## config.mk

```make
export PLATFORM = sky130hd
export DESIGN_NAME = wca_elastic_passthrough_flat
export DESIGN_NICKNAME = d
export VERILOG_FILES = /design/src/rtl/wca_elastic_passthrough_if.sv /design/src/rtl/wca_elastic_passthrough.sv /design/src/flat_wrapper.sv
export SDC_FILE = /design/constraint.sdc
export NUM_CORES = 1
export LEC_CHECK = 0
export BUFFER_PORTS_ARGS = -buffer_cell sky130_fd_sc_hd__buf_2
export CAP_MARGIN = 0
export CORE_MARGIN = 2
export CORE_UTILIZATION = 36
export DETAILED_ROUTE_END_ITERATION = 10
export PLACE_DENSITY = 0.58
export RECOVER_POWER = 100
export SYNTH_ARGS = -nofsm -noshare
export SYNTH_HDL_FRONTEND = slang
export SYNTH_SLANG_ARGS = --single-unit
```

## constraint.sdc

```tcl
create_clock -name clock -period 2.2 [get_ports clock]
set_input_delay 0.22 -clock clock [delete_from_list [all_inputs] [get_ports clock]]
set_output_delay 0.22 -clock clock [all_outputs]
set_load 0.1 [all_outputs]
```

## src/rtl/wca_elastic_passthrough_if.sv

```systemverilog
// Ready/valid handshake bundle for the elastic passthrough: upstream write
// channel and downstream read channel, seen from the buffer (slave) or the driver (master).
interface wca_elastic_passthrough_if #(
  parameter int WIDTH = 16
);
  logic [WIDTH-1:0] in_data;
  logic             in_valid;
  logic             in_ready;
  logic [WIDTH-1:0] out_data;
  logic             out_valid;
  logic             out_ready;

  modport slave (
    input  in_data, in_valid, out_ready,
    output in_ready, out_data, out_valid
  );

  modport master (
    output in_data, in_valid, out_ready,
    input  in_ready, out_data, out_valid
  );
endinterface

```

## src/rtl/wca_elastic_passthrough.sv

```systemverilog
// DEPTH-entry first-word-fall-through elastic buffer with run/stall gating,
// synchronous flush and an occupancy report; words pass unchanged and in order.
module wca_elastic_passthrough #(
  parameter int WIDTH = 16,
  parameter int DEPTH = 4,
  parameter int AW    = $clog2(DEPTH)
) (
  input  logic                           clock,
  input  logic                           reset_n,
  input  logic                           enable,
  input  logic                           flush,
  wca_elastic_passthrough_if.slave       bus,
  output logic [AW:0]                    level
);

  localparam logic [AW:0] LVL_FULL = (AW+1)'(DEPTH);

  logic [WIDTH-1:0] mem [DEPTH];
  logic [AW-1:0]    wr_ptr_q, wr_ptr_d;
  logic [AW-1:0]    rd_ptr_q, rd_ptr_d;
  logic [AW:0]      level_q,  level_d;
  logic [WIDTH-1:0] out_data_q, out_data_d;
  logic             wr, rd;

  // Handshakes depend only on registered occupancy plus enable/flush, never on
  // out_ready; reset_n gates in_ready so it reads 0 while reset is held.
  assign bus.in_ready  = reset_n & enable & ~flush & (level_q != LVL_FULL);
  assign bus.out_valid = enable & ~flush & (level_q != '0);
  assign bus.out_data  = out_data_q;
  assign level         = level_q;

  assign wr = bus.in_valid  & bus.in_ready;
  assign rd = bus.out_valid & bus.out_ready;

  // NOTE: every variable gets a default first so no path leaves it unassigned (no latch).
  always_comb begin
    wr_ptr_d   = wr_ptr_q;
    rd_ptr_d   = rd_ptr_q;
    level_d    = level_q;
    out_data_d = out_data_q;
    if (flush) begin
      wr_ptr_d = '0;
      rd_ptr_d = '0;
      level_d  = '0;
    end else begin
      if (wr) wr_ptr_d = wr_ptr_q + 1'b1;
      if (rd) rd_ptr_d = rd_ptr_q + 1'b1;
      unique case ({wr, rd})
        2'b10:   level_d = level_q + 1'b1;
        2'b01:   level_d = level_q - 1'b1;
        default: level_d = level_q;
      endcase
      // Head word for next cycle: the incoming word when it lands in the head slot.
      if (wr || rd) begin
        if (wr && (wr_ptr_q == rd_ptr_d)) out_data_d = bus.in_data;
        else                              out_data_d = mem[rd_ptr_d];
      end
    end
  end

  // NOTE: sequential state uses non-blocking assignments so all registers update together.
  always_ff @(posedge clock or negedge reset_n) begin
    if (!reset_n) begin
      wr_ptr_q   <= '0;
      rd_ptr_q   <= '0;
      level_q    <= '0;
      out_data_q <= '0;
    end else begin
      wr_ptr_q   <= wr_ptr_d;
      rd_ptr_q   <= rd_ptr_d;
      level_q    <= level_d;
      out_data_q <= out_data_d;
    end
  end

  // NOTE: storage has no reset; occupancy tracking guarantees stale entries are never presented.
  always_ff @(posedge clock) begin
    if (wr) mem[wr_ptr_q] <= bus.in_data;
  end

endmodule

```

## src/flat_wrapper.sv

```systemverilog
// flat-port wrapper written by rule: the top's interface ports become plain ports
module wca_elastic_passthrough_flat 
#(
  parameter int WIDTH = 16,
  parameter int DEPTH = 4,
  parameter int AW    = $clog2(DEPTH)
)
  (clock, reset_n, enable, flush, level, bus_in_data, bus_in_valid, bus_out_ready, bus_in_ready, bus_out_data, bus_out_valid);
  wca_elastic_passthrough_if #(.WIDTH(WIDTH)) bus_i ();
  input  logic clock;
  input  logic reset_n;
  input  logic enable;
  input  logic flush;
  output logic [AW:0] level;
  input wire logic [$bits(bus_i.in_data)-1:0] bus_in_data;
  input wire logic [$bits(bus_i.in_valid)-1:0] bus_in_valid;
  input wire logic [$bits(bus_i.out_ready)-1:0] bus_out_ready;
  output wire logic [$bits(bus_i.in_ready)-1:0] bus_in_ready;
  output wire logic [$bits(bus_i.out_data)-1:0] bus_out_data;
  output wire logic [$bits(bus_i.out_valid)-1:0] bus_out_valid;
  assign bus_i.in_data = bus_in_data;
  assign bus_i.in_valid = bus_in_valid;
  assign bus_i.out_ready = bus_out_ready;
  assign bus_in_ready = bus_i.in_ready;
  assign bus_out_data = bus_i.out_data;
  assign bus_out_valid = bus_i.out_valid;
  wca_elastic_passthrough #(.WIDTH(WIDTH), .DEPTH(DEPTH), .AW(AW)) u_core (.clock(clock), .reset_n(reset_n), .enable(enable), .flush(flush), .bus(bus_i), .level(level));
endmodule
```

* Word level (Yosys, flattened, before mapping)
Memory sizes are Yosys's and may differ from the RTL's. A register that Yosys moved wholly into a read port is not among the register bits.
Cells that the tools add are included.
** Storage, ports and cells
- Input bits :: 22
- Output and inout port bits :: 21
- Memories kept :: 1
- Memory bits (writable) :: 64
- Logic and storage cells :: 34
- Flip-flop bits (word level) :: 7
** Memory list
- u_core.mem :: words 4, width 16, rd ports 1, clocked after Yosys merged registers in 1, wr ports 1, line wca_elastic_passthrough.sv:18 : logic [WIDTH-1:0] mem [DEPTH];
** Cells by class
- Equality and inequality tests :: 3
- Bitwise logic cells :: 8
- Add/subtract/negate cells :: 4
- Multiplexer cells :: 9
- Reduce and logical (&&, ||, !) cells :: 6
** Operators by type and width (count)
- 2-to-1 mux 2 bit :: 5
- AND 1 bit :: 7
- case mux 3 bit (2 select lines) :: 1
- nonzero test 3 bit :: 2
- adder 2 x 1 -> 2 bit (second input constant) :: 2
- adder 3 x 1 -> 3 bit (second input constant) :: 1
- 2-to-1 mux 3 bit :: 1
- inequality test 3 bit (second input constant) :: 1
- subtractor 3 x 1 -> 3 bit (second input constant) :: 1
- == test 2 x 1 -> 1 bit (second input constant) :: 1
- == test 2 bit (second input constant) :: 1
- 2-to-1 mux 1 bit :: 2
- AND reduction 2 bit :: 1
- nonzero test 2 bit :: 1
- zero test 1 bit :: 1
- logical OR 1 bit :: 1
- inverter 1 bit :: 1

* Depth between registers and ports, before layout
- Word-level depth :: 7
- Depth in mapped cells :: 9
- Depth with buffers taken out :: 6

* Least setup slack after synthesis
Ideal clock, no wire load.
- Path kind :: register -> output
- Start point :: register u_core.level_q[0], in the netlist u_core.level[0]
- End point :: output bus_in_ready
- Buffers on the path :: 0
- Arrival time :: 3516 ps
- Cell stages (with the launch flop) :: 3
- Slack :: -1536 ps
- Data required time :: 1980 ps
- Cell sequence :: dfrtp_1 > nor3b_1 > nor3b_1
** On the way
- Longest elaborated chain between the ends :: 2
** RTL lines
- from (decl) :: line wca_elastic_passthrough.sv:21 : logic [AW:0] level_q, level_d;
- from (signal assigned) :: line wca_elastic_passthrough.sv:71 : level_q <= level_d;
- inequality test 3 bit :: line wca_elastic_passthrough.sv:27 : assign bus.in_ready = reset_n & enable & ~flush & (level_q != LVL_FULL);
- AND 1 bit :: line wca_elastic_passthrough.sv:27
- to (decl) :: line flat_wrapper.sv:18 : output wire logic [$bits(bus_i.in_ready)-1:0] bus_in_ready;
No other way between the ends.

* Worst setup path in the final report
- Start point :: register u_core.level_q[0], in the netlist u_core.level[0]
- End point :: register u_core.out_data_q[8], in the netlist u_core.bus.out_data[8], read port of u_core.mem
** On the way
- Longest elaborated chain between the ends :: 5
- Elaborated cells between the ends (all ways) :: 10
** RTL lines
- nonzero test 3 bit or inequality test 3 bit (tied branches) :: line wca_elastic_passthrough.sv:28, wca_elastic_passthrough.sv:27
- AND 1 bit (on tied branches) :: line wca_elastic_passthrough.sv:28, wca_elastic_passthrough.sv:27
- AND 1 bit (on tied branches) :: line wca_elastic_passthrough.sv:33, wca_elastic_passthrough.sv:32
- 2-to-1 mux 2 bit or logical OR 1 bit (tied branches) :: line wca_elastic_passthrough.sv:47, wca_elastic_passthrough.sv:54
- 2-to-1 mux 2 bit or AND reduction 2 bit (tied branches)
- to (decl) :: line wca_elastic_passthrough.sv:22 : logic [WIDTH-1:0] out_data_q, out_data_d;
Parallel ways exist; a longest one is shown, timed or not. The select of a mux whose other input is x is not followed.
A chain may end at the register's enable or synchronous reset.

==> metrics.cfg <==
[worst_hold_path]
hp-start = bus_in_data[9]
hold_depth = 1
holdPathEnd = u_core.mem[1][9]
min_path_type = input port to flip-flop

[setup_path]
path_buf_inv = 1
path_cells = buf_12, o211ai_1, nor4_2, or4_4, a211oi_1, a221o_1
r2r_setup_slack_ps = 30
r2r_start = u_core.level[0]
path_class = flip-flop to flip-flop
cp_data_required_time_ps = 2490
crit_slowest_cell = or4_4
cp_top_family = simple AND/OR/NAND/NOR gates
r2r_cells = 6
crit_path_start_kind = flip-flop
r2r-end = u_core.bus.out_data[8]
cp_max_fo = 8
startpoint = u_core.level[0]
max_stage_delay_ps = 650
critPathArrivalTime_ps = 2460
crit_path_end_kind = flip-flop

[sta]
maxSlewViolCount = 0
finalClockSkew_ps = 9.73
fmax_ghz = 0.461
grt_setup_unrepaired = yes
final_hold_viol_count = 0
setup_ws_ps = 28.9
max_slew.worst_pin.slew_ps = 1180
post-route-period-util_pct = 98.7
fin_crit_ps = 2170
max_slew_margin_pct = 21.7
final.setup.tns_ps = 0
finalSetupViolCount = 0

[final_layout]
n_antenna_cell = 0
final_cell_mix = edfxtp_1, clkbuf_1, a221o_1
drive_above_1_share_pct = 24.3
area_delta_synth_final_pct = 21.6
regArea_um2 = 2510
final_common_cell = edfxtp_1
fin_nets = 430
multi_input_area_um2 = 1830
fill_cells = 1101

[route]
wire_per_inst_um = 22.2
dr.first_iter.drc_count = 263
first_pass_iters = 4
wirelength_um = 12300
postRouteAntennaNets = 0
num_vias = 3345
viasPerCell = 6.03
drc_errors = 0

[power]
p_clk_share_pct = 30.6
p_leak_nw = 1.89
peakVddDrop_mv = 0.585
comb_power_share_pct = 27.3
p_int_w = 0.00291
swShare_pct = 37.1
p_seq_share_pct = 42.0
power_density_nw_per_um2 = 862
p_sw_w = 0.00172

[die]
num_rows = 40
die_w_um = 115
initial_core_util_pct = 36.8
ios = 43
die_area_um2 = 13200
core_um2 = 12000
die_h_um = 115

[logic_synthesis]
async_flop_share_pct = 26.4
yosys_register_bits = 87
syn_inst = 347
synth_area_per_cell_um2 = 12.7
synth.cell_area_um2 = 4420
synth_area_leaders = edfxtp_1, dfrtp_1, a221o_1, mux2i_1, a211oi_1
synth_edf_count = 64
synth_cell_types = 49
yosys.area.top_type_share_pct = 43.5
ys.flop_type = edfxtp_1
seq_area_frac_synth_pct = 56.5
syn_nets = 374
yosys_warnings = 0
synth_top_area_cell = edfxtp_1

[place]
gp_congestion = 0.813
hpwl_um = 7480
port-buffer-count = 42
place_ws_ps = -56.4

[grt]
grt_pass1_vias = 3255
grt-ovfl-total = 0
track_usage_pct = 18.8
grt_pass1_wl_um = 18600
grt_max_degree = 69
antenna_found_initial = 0

[clock_tree]
cts_tree = done
root_buffer = clkbuf_16
clock_latency_ps = 340
cts_buffers = 9
clockBufferDepth = 2
cts_sinks = 87
cts.clk_slew.worst_paths_ps = 60
cts_max_level = 3

[run_status]
outcome = complete, no violations

[job]
maxCapViolations = 0

power by group through the flow:
| stage | registers [W] | clock network [W] | logic (W) |
|---|---|---|---|
| 2_1_floorplan | 0.00262 | 0 | 0.000306 |
| 3_3_place_gp | 0.00197 | 0 | 0.00125 |
| 3_5_place_dp | 0.00197 | 0 | 0.00126 |
| 4_1_cts | 0.00194 | 0.00144 | 0.00127 |
| 5_1_grt | 0.00195 | 0.00152 | 0.00131 |
| 6_report | 0.00195 | 0.00142 | 0.00127 |
flip-flops by register name, summed over array words and instances (netlist names):
name	count
u_core.level	3
u_core.bus.out_data	16
u_core.rd_ptr_q	2
u_core.wr_ptr_q	2
u_core.mem	64
worst max-delay path by stage:
stage / slack, ps / to / cells after the start
6_report: 30 / u_core.bus.out_data[8] / 6
5_1_grt: -40 / u_core.bus.out_data[9] / 6
4_1_cts: 5 / u_core.bus.out_data[6] / 6
3_5_place_dp: -60 / u_core.bus.out_data[6] / 7
3_3_place_gp: 40 / u_core.bus.out_data[10] / 7
2_1_floorplan: -50 / u_core.bus.out_data[4] / 8
cell type report:
cell class | instances | area share (%)
sequential | 87 | 46.7
clock inverter | 4 | 0.419
tap | 147 | 3.42
multi-input combinational | 207 | 34.0
timing repair buffer | 78 | 9.34
clock buffer | 12 | 4.59
inverter | 20 | 1.49
cells by family after synthesis:
logic type                 count (synthesis)  share of synthesized area, %
AOI/OAI and AO/OA                        120                          22.7
DFF                                       87                          56.5
buffers and inverters                     55                          5.30
and+or+nand+nor                           55                          8.07
muxes                                     19                          4.62
xor gates and xnor gates                   6                          1.19
adders and majority gates                  5                          1.59
metal layers:
layer  share of wire, %  vias up  global-route usage [%]
met1                 46     1693                    26.8
met3                5.9       13                    4.48
met4                1.3        0                    6.51
met2                 47      141                    28.4
met5                  0        -                       0
li1                   -     1498                       -
stage by stage:
stage,instance area (um2),util (%),hold slack (ps),power [W],std cells
2_1_floorplan,4520,-,-75.6,0.00293,347
3_3_place_gp,5010,41.7,251,0.00322,534
3_5_place_dp,5010,41.7,252,0.00323,534
4_1_cts,5310,44.2,105,0.00465,551
5_1_grt,5370,44.7,112,0.00479,555
6_report,5370,44.7,122,0.00463,555
timing repair:
item,in CTS,in global routing
hold buffers,1,0
hold endpoints to repair,23,0
gates resized for setup,4,12
setup buffers,0,2
setup endpoints to repair,16,18
gates cloned,0,2
pin swaps,0,5
synth_stat cells (3+ instances only):
cell type / n
a211oi_1: 21
a211oi_2: 9
a221o_1: 30
and2_1: 6
and4_1: 14
buf_2: 7
clkbuf_1: 25
dfrtp_1: 23
edfxtp_1: 64
ha_1: 4
inv_1: 19
mux2i_1: 17
nand2_1: 5
nand2b_1: 3
nor2_1: 11
nor3b_1: 3
o211ai_1: 15
o21a_1: 14
o21ai_0: 18
xnor2_1: 4
(Power assumes the default switching activity.)
